--- src/rtl/taskwait_table_pkg.sv ---
// Shared definitions for the OmpSs taskwait tracker: header field positions,
// controller state encoding and the layout of one table entry.
package OmpSsManager;

    // Header beat layout: component count in the low bits, message type above it
    localparam int TW_TYPE_B = 32;
    localparam int TW_COMP_H = 31;
    localparam int TW_COMP_L = 0;

    // Widest field sizes any parameterisation may use; narrower choices zero/sign-extend
    localparam int TW_ACC_MAX_W    = 8;
    localparam int TW_TASKID_MAX_W = 64;

    typedef enum logic [1:0] {
        RD_HDR = 2'd0,
        RD_TID = 2'd1,
        LOOKUP = 2'd2,
        UPDATE = 2'd3
    } tw_state_t;

    typedef struct packed {
        logic                       valid;
        logic [TW_ACC_MAX_W-1:0]    acc_id;
        logic [TW_COMP_H:0]         cnt;
        logic [TW_TASKID_MAX_W-1:0] task_id;
    } tw_entry_t;

endpackage

--- src/rtl/taskwait_table_wakeup_fifo.sv ---
// Small synchronous FIFO holding accelerator ids waiting to be woken.
// The head is visible combinationally (fall-through); a push into a full
// FIFO is accepted when a pop happens in the same cycle.
module tw_wakeup_fifo #(
    parameter int WIDTH = 4,
    parameter int DEPTH = 4
) (
    input  logic             clk,
    input  logic             rstn,
    input  logic             push,
    input  logic [WIDTH-1:0] push_data,
    input  logic             pop,
    output logic [WIDTH-1:0] head,
    output logic             full,
    output logic             empty
);

    localparam int PTR_W = $clog2(DEPTH);

    logic [WIDTH-1:0] mem [DEPTH];
    logic [PTR_W:0]   wr_ptr_reg;
    logic [PTR_W:0]   rd_ptr_reg;
    logic             do_push;
    logic             do_pop;

    // Extra pointer bit distinguishes full from empty when the indices coincide
    assign empty   = (wr_ptr_reg == rd_ptr_reg);
    assign full    = (wr_ptr_reg[PTR_W] != rd_ptr_reg[PTR_W]) &&
                     (wr_ptr_reg[PTR_W-1:0] == rd_ptr_reg[PTR_W-1:0]);
    assign do_pop  = pop && !empty;
    assign do_push = push && (!full || do_pop);
    assign head    = mem[rd_ptr_reg[PTR_W-1:0]];

    // Pointer bookkeeping
    always_ff @(posedge clk or negedge rstn) begin
        if (!rstn) begin
            wr_ptr_reg <= '0;
            rd_ptr_reg <= '0;
        end else begin
            if (do_push) wr_ptr_reg <= wr_ptr_reg + 1'b1;
            if (do_pop)  rd_ptr_reg <= rd_ptr_reg + 1'b1;
        end
    end

    // Storage needs no reset: contents are only visible between the pointers
    always_ff @(posedge clk) begin
        if (do_push) mem[wr_ptr_reg[PTR_W-1:0]] <= push_data;
    end

endmodule

--- src/rtl/taskwait_table.sv ---
// Taskwait tracker: accumulates per-parent net child counts from WAIT and
// FINISH messages and wakes the waiting accelerator when the count hits zero.
module taskwait_table
    import OmpSsManager::*;
#(
    parameter int MAX_ACCS   = 16,
    parameter int TW_ENTRIES = 16,
    parameter int TASKID_W   = 64,
    parameter int CNT_W      = 32,
    parameter int WAKE_DEPTH = 4,
    localparam int ACC_BITS  = $clog2(MAX_ACCS),
    localparam int IDX_W     = $clog2(TW_ENTRIES),
    localparam int BUSY_W    = $clog2(TW_ENTRIES + 1)
) (
    input  logic                clk,
    input  logic                rstn,
    input  logic [63:0]         inStream_TDATA,
    input  logic                inStream_TVALID,
    input  logic [ACC_BITS-1:0] inStream_TID,
    output logic                inStream_TREADY,
    output logic [7:0]          outStream_TDATA,
    output logic                outStream_TVALID,
    input  logic                outStream_TREADY,
    output logic [ACC_BITS-1:0] outStream_TDEST,
    output logic                tw_overflow,
    output logic [BUSY_W-1:0]   tw_busy_entries
);

    tw_state_t           state_reg, state_next;
    logic                rdy_en_reg;
    logic                is_wait_reg;
    logic [CNT_W-1:0]    comp_reg;
    logic [ACC_BITS-1:0] tid_reg;
    logic [TASKID_W-1:0] id_reg;
    logic                hit_reg;
    logic                free_ok_reg;
    logic [IDX_W-1:0]    idx_reg;
    logic                tw_overflow_reg;
    tw_entry_t           tbl_reg [TW_ENTRIES];

    logic [TW_ENTRIES-1:0] match_vec;
    logic [TW_ENTRIES-1:0] free_vec;
    logic [IDX_W-1:0]      match_idx;
    logic [IDX_W-1:0]      free_idx;
    logic                  hdr_take, id_take;
    logic [CNT_W-1:0]      cur_cnt, new_cnt;
    logic [ACC_BITS-1:0]   new_acc;
    logic                  done, drop, stall, upd_go;
    tw_entry_t             tbl_wdata;
    logic                  fifo_full, fifo_empty, fifo_pop;
    logic                  unused_bits;

    // Parallel compare of the latched id against every valid entry
    for (genvar gi = 0; gi < TW_ENTRIES; gi++) begin : g_match
        assign match_vec[gi] = tbl_reg[gi].valid &&
                               (tbl_reg[gi].task_id == TW_TASKID_MAX_W'(id_reg));
        assign free_vec[gi]  = !tbl_reg[gi].valid;
    end

    // Encode the (unique) hit and the lowest-numbered free slot
    always_comb begin
        match_idx = '0;
        free_idx  = '0;
        for (int i = TW_ENTRIES - 1; i >= 0; i--) begin
            if (match_vec[i]) match_idx = IDX_W'(i);
            if (free_vec[i])  free_idx  = IDX_W'(i);
        end
    end

    // Next count, wakeup and overflow decisions, all from LOOKUP results
    always_comb begin
        cur_cnt = hit_reg ? tbl_reg[idx_reg].cnt[CNT_W-1:0] : '0;
        new_cnt = is_wait_reg ? (cur_cnt - comp_reg) : (cur_cnt + CNT_W'(1));
        new_acc = (is_wait_reg || !hit_reg) ? tid_reg
                                            : tbl_reg[idx_reg].acc_id[ACC_BITS-1:0];
        done    = (new_cnt == '0);
        drop    = !hit_reg && !free_ok_reg && !done;
        stall   = done && fifo_full && !fifo_pop;
        upd_go  = (state_reg == UPDATE) && !stall;
        tbl_wdata.valid   = !done;
        tbl_wdata.acc_id  = TW_ACC_MAX_W'(new_acc);
        tbl_wdata.cnt     = (TW_COMP_H + 1)'(signed'(new_cnt));
        tbl_wdata.task_id = TW_TASKID_MAX_W'(id_reg);
    end

    // Controller state register
    always_ff @(posedge clk or negedge rstn) begin
        if (!rstn) state_reg <= RD_HDR;
        else       state_reg <= state_next;
    end

    // Next state and intake ready; ready is held off one cycle after reset
    always_comb begin
        state_next      = state_reg;
        inStream_TREADY = 1'b0;
        hdr_take        = 1'b0;
        id_take         = 1'b0;
        unique case (state_reg)
            RD_HDR: begin
                inStream_TREADY = rdy_en_reg;
                hdr_take        = rdy_en_reg && inStream_TVALID;
                if (hdr_take) state_next = RD_TID;
            end
            RD_TID: begin
                inStream_TREADY = rdy_en_reg;
                id_take         = rdy_en_reg && inStream_TVALID;
                if (id_take) state_next = LOOKUP;
            end
            LOOKUP: state_next = UPDATE;
            UPDATE: if (upd_go) state_next = RD_HDR;
            default: state_next = RD_HDR;
        endcase
    end

    // Message fields and lookup results
    always_ff @(posedge clk or negedge rstn) begin
        if (!rstn) begin
            is_wait_reg <= 1'b0;
            comp_reg    <= '0;
            tid_reg     <= '0;
            id_reg      <= '0;
            hit_reg     <= 1'b0;
            free_ok_reg <= 1'b0;
            idx_reg     <= '0;
        end else begin
            if (hdr_take) begin
                is_wait_reg <= inStream_TDATA[TW_TYPE_B];
                comp_reg    <= inStream_TDATA[TW_COMP_L +: CNT_W];
                tid_reg     <= inStream_TID;
            end
            if (id_take) id_reg <= inStream_TDATA[TASKID_W-1:0];
            if (state_reg == LOOKUP) begin
                hit_reg     <= |match_vec;
                free_ok_reg <= |free_vec;
                idx_reg     <= (|match_vec) ? match_idx : free_idx;
            end
        end
    end

    // Table write, sticky overflow flag and post-reset ready enable
    always_ff @(posedge clk or negedge rstn) begin
        if (!rstn) begin
            for (int i = 0; i < TW_ENTRIES; i++) tbl_reg[i] <= '0;
            tw_overflow_reg <= 1'b0;
            rdy_en_reg      <= 1'b0;
        end else begin
            rdy_en_reg <= 1'b1;
            if (upd_go) begin
                if (drop)                    tw_overflow_reg <= 1'b1;
                else if (hit_reg || !done)   tbl_reg[idx_reg] <= tbl_wdata;
            end
        end
    end

    // Occupancy count of valid entries
    always_comb begin
        tw_busy_entries = '0;
        for (int i = 0; i < TW_ENTRIES; i++)
            tw_busy_entries = tw_busy_entries + BUSY_W'(tbl_reg[i].valid);
    end

    // Field bits that narrower parameter choices leave unread
    always_comb begin
        unused_bits = ^inStream_TDATA;
        for (int i = 0; i < TW_ENTRIES; i++)
            unused_bits = unused_bits ^ (^{tbl_reg[i].acc_id, tbl_reg[i].cnt});
    end

    assign fifo_pop         = outStream_TVALID && outStream_TREADY;
    assign outStream_TVALID = !fifo_empty;
    assign outStream_TDATA  = 8'd1;
    assign tw_overflow      = tw_overflow_reg;

    tw_wakeup_fifo #(
        .WIDTH (ACC_BITS),
        .DEPTH (WAKE_DEPTH)
    ) u_wake_fifo (
        .clk       (clk),
        .rstn      (rstn),
        .push      ((state_reg == UPDATE) && done),
        .push_data (new_acc),
        .pop       (fifo_pop),
        .head      (outStream_TDEST),
        .full      (fifo_full),
        .empty     (fifo_empty)
    );

endmodule

--- config.mk ---
export PLATFORM = sky130hd
export DESIGN_NAME = taskwait_table
export DESIGN_NICKNAME = d
export VERILOG_FILES = /design/src/rtl/taskwait_table_pkg.sv /design/src/rtl/taskwait_table_wakeup_fifo.sv /design/src/rtl/taskwait_table.sv
export SDC_FILE = /design/constraint.sdc
export NUM_CORES = 2
export LEC_CHECK = 0
export ABC_AREA = 0
export BUFFER_PORTS_ARGS = -buffer_cell sky130_fd_sc_hd__buf_2
export CORE_MARGIN = 10
export CORE_UTILIZATION = 30
export CTS_BUF_LIST = sky130_fd_sc_hd__clkbuf_16
export CTS_CLUSTER_SIZE = 14
export DETAILED_ROUTE_END_ITERATION = 10
export GPL_ROUTABILITY_DRIVEN = 0
export GPL_TIMING_DRIVEN = 0
export PLACE_DENSITY = 0.49
export SLEW_MARGIN = 20
export SYNTH_ARGS = -nofsm -noshare
export SYNTH_HDL_FRONTEND = slang
export SYNTH_HIERARCHICAL = 1
export SYNTH_SLANG_ARGS = --single-unit
--- constraint.sdc ---
create_clock -name clk -period 9.5 [get_ports clk]
set_input_delay 2.85 -clock clk [delete_from_list [all_inputs] [get_ports clk]]
set_output_delay 2.85 -clock clk [all_outputs]
set_load 0.01 [all_outputs]
==> impl_metrics.sql <==
INSERT INTO impl_metrics (metric_group, metric, value, unit) VALUES
('run_status', 'status', 'finished, final reports clean', ''),
('placement', 'place.port_buffers', '83', ''),
('setup_path', 'worstPathMaxFanout', '10', ''),
('setup_path', 'r2r.worst_path.cells', '23', ''),
('power_and_ir_drop', 'power_density', '355', 'mW/mm2'),
('routing', 'drt.antenna.violating_nets', '0', ''),
('power_and_ir_drop', 'peakVddDrop', '0.284', 'mV'),
('min_path', 'hp-start', 'tbl_reg[506]', ''),
('routing', 'via_count', '65197', ''),
('placement', 'place_hpwl', '298', 'mm'),
('die', 'die_height', '550', 'um'),
('clock_network', 'cts_root_buffer', 'clkbuf_16', ''),
('timing', 'timing.final.crit_share', '0.964', ''),
('die', 'floorplan.core_area', '0.279', 'mm2'),
('grt', 'global_route.overflow_total', '0', ''),
('yosys', 'synth.most_common_cell', 'dfrtp_1', ''),
('final_layout', 'layout.core_utilization', '0.346', ''),
('yosys', 'post-synth-top-area-fraction', '0.515', ''),
('die', 'floorplan.initialDensity', '0.301', ''),
('yosys', 'synth_enable_flop_cells', '16', ''),
('setup_path', 'end_kind', 'register', ''),
('setup_path', 'crit_arrival', '9960', 'ps'),
('grt', 'grt_usage', '0.253', ''),
('final_layout', 'final-instance-count-excl-fill', '11446', ''),
('routing', 'routedWlPerCell', '34.7', 'um'),
('die', 'boundaryPins', '92', ''),
('setup_path', 'r2r_slack', '340', 'ps'),
('flow_run', 'drv.max_cap_violation_count', '0', ''),
('yosys', 'synth.top_cells.by_area', 'dfrtp_1 51%, o21ai_0 8.3%, mux2_1 6.5%', ''),
('clock_network', 'ctsHtreeMaxLevel', '4', ''),
('grt', 'number_of_antenna_violations_at_the_first_check_in_global_routing', '27', ''),
('clock_network', 'numCtsBuffers', '202', ''),
('routing', 'dr.first_iter.drc_count', '8496', ''),
('final_layout', 'post_route_cells_drive_above_1_share', '0.164', ''),
('yosys', 'avgSynthCellArea', '11.7', 'um2'),
('die', 'design.die.area', '0.302', 'mm2'),
('grt', 'grt_util_met3', '0.0967', ''),
('timing', 'hold_viol_final', '0', ''),
('yosys', 'yosys_register_bits', '1749', ''),
('final_layout', 'area.growth.synth_to_final', '14.7', '%'),
('grt', 'wire_length_of_the_first_global_routing_pass', '535', 'mm'),
('die', 'fp-row-count', '194', ''),
('yosys', 'synth_area', '0.0842', 'mm2'),
('min_path', 'min_path_cells', '1', ''),
('timing', 'max-slew-margin-rel', '0.0930', ''),
('grt', 'grt_start_max_net_pins', '138', ''),
('routing', 'drt-total-wl', '397', 'mm'),
('timing', 'hold_slack', '485', 'ps'),
('routing', 'vias_per_cell', '5.70', ''),
('setup_path', 'critical_path.reg2reg.endpoint', 'tbl_reg[66]', ''),
('min_path', 'holdPathEnd', 'tbl_reg[506]', ''),
('power_and_ir_drop', 'p_leak', '42.9', 'nW'),
('die', 'die_width', '550', 'um'),
('yosys', 'yosys_warnings', '6', ''),
('yosys', 'synth_sequential_area_ratio', '0.521', ''),
('setup_path', 'crit-reg2reg-launch', 'idx_reg[1]', ''),
('grt', 'met2_usage', '0.366', ''),
('timing', 'grt_setup_unrepaired', 'no', ''),
('yosys', 'synth_ff_type', 'dfrtp_1', ''),
('timing', 'totalNegativeSetupSlack', '0', 'ps'),
('clock_network', 'cts.path.max_buffers', '4', ''),
('timing', 'clock.fmax', '109', 'MHz'),
('yosys', 'synthesis.instances', '7222', ''),
('yosys', 'yosysUniqueCellTypes', '82', ''),
('min_path', 'hp-class', 'reg -> reg', ''),
('timing', 'least_margin_pin_slew', '1360', 'ps'),
('routing', 'drc_errors', '0', ''),
('setup_path', 'worst_ep_required_time', '10300', 'ps'),
('clock_network', 'numClockSinks', '1749', ''),
('yosys', 'synth_commonest_cells', '1733 x dfrtp_1, 1402 x o21ai_0, 518 x xnor2_1', ''),
('routing', 'drt-pass1-iter-count', '9', '');
==> final cells by class <==
type / instances / area, um2
Multi-Input combinational cell: 4668 / 37000
Timing Repair Buffer: 129 / 1330
Clock buffer: 203 / 5080
Antenna cell: 13 / 32.5
Fill cell: 27773 / 183000
Buffer: 677 / 3140
Clock inverter: 150 / 941
Inverter: 133 / 499
Tap cell: 3724 / 4660
Sequential cell: 1749 / 43800
==> report_power, final <==
part	internal, mW	total, mW	switching (mW)
Sequential	9.39	10.8	1.45
Combinational	4.76	16.0	11.3
Clock	4.10	7.44	3.34
==> placed cells by master (no fill, tap or decap), types with 52 or more instances in the layout <==
cell type | synthesis | layout
xnor2_1 | 518 | 515
nand4_1 | 147 | 147
clkinv_1 | 11 | 59
clkbuf_16 | 0 | 203
nor4_1 | 139 | 137
o21ai_0 | 1402 | 1402
nand2_1 | 296 | 296
clkbuf_1 | 485 | 382
mux2_1 | 483 | 483
o21ai_1 | 61 | 61
buf_4 | 71 | 85
mux4_2 | 179 | 179
nand3_1 | 52 | 52
inv_1 | 122 | 167
dfrtp_1 | 1733 | 1733
buf_2 | 55 | 174
clkbuf_2 | 0 | 100
mux2_2 | 392 | 392
o22ai_1 | 52 | 52
xor2_1 | 336 | 334
==> critical path: stages (launching register included) <==
cell,delay (ps)
dfrtp_1,700
clkbuf_2,410
clkbuf_2,440
clkbuf_2,430
clkbuf_2,510
mux4_2,460
mux4_2,580
nand2_1,100
ha_1,170
inv_1,60
fa_1,500
a211o_1,310
a211o_1,350
a21oi_2,330
o31ai_1,210
a221oi_1,440
xnor2_2,260
nand2b_1,250
a2111o_1,520
nor2_4,340
clkbuf_1,590
clkbuf_1,730
o21ai_0,210
o21ai_0,130
==> repair_timing <==
action	CTS	global route
setup buffers	5	3
pin swaps	3	2
resized for setup	26	8
setup endpoints to repair	1638	556
==> worst max-delay path by stage <==
stage / endpoint / startpoint / slack [ps] / depth (start not counted)
after floorplan: tbl_reg[1039] / idx_reg[0] / 2420 / 24
after global routing: tbl_reg[1577] / idx_reg[0] / 30 / 22
after CTS: u_wake_fifo/mem[3][0] / idx_reg[1] / 120 / 22
final: tbl_reg[66] / idx_reg[1] / 340 / 23
after detailed placement: tbl_reg[319] / idx_reg[1] / -1860 / 22
after global placement: tbl_reg[1086] / rstn / -34130 / 1
==> per-stage QoR <==
stage | instance area (um2) | worst slack [ps]
2_1_floorplan | 84300 | 2420
3_3_place_gp | 89300 | -34130
3_5_place_dp | 90400 | -1860
4_1_cts | 96500 | 117
5_1_grt | 96500 | 31.0
6_report | 96600 | 337
==> kinds of logic (layout without fill, tap and decap cells) <==
kind of cell / after synthesis / count (layout) / share of synthesized area
compound gates: 1800 / 1800 / 0.118
flops: 1749 / 1749 / 0.521
mux: 1067 / 1067 / 0.167
simple gates: 878 / 878 / 0.0546
xor+xnor: 855 / 855 / 0.0891
buf+inv: 812 / 1292 / 0.0408
fa+ha+maj: 59 / 59 / 0.00974
other cells: 2 / 22 / 0.0000892
==> per-layer routing <==
layer  up-vias  share of wire
met5         -        0.00090
met3       902           0.12
li1      26417              -
met2      3977           0.42
met4        12          0.065
met1     33889           0.40
Note: power is estimated with default switching activity, not from simulation.
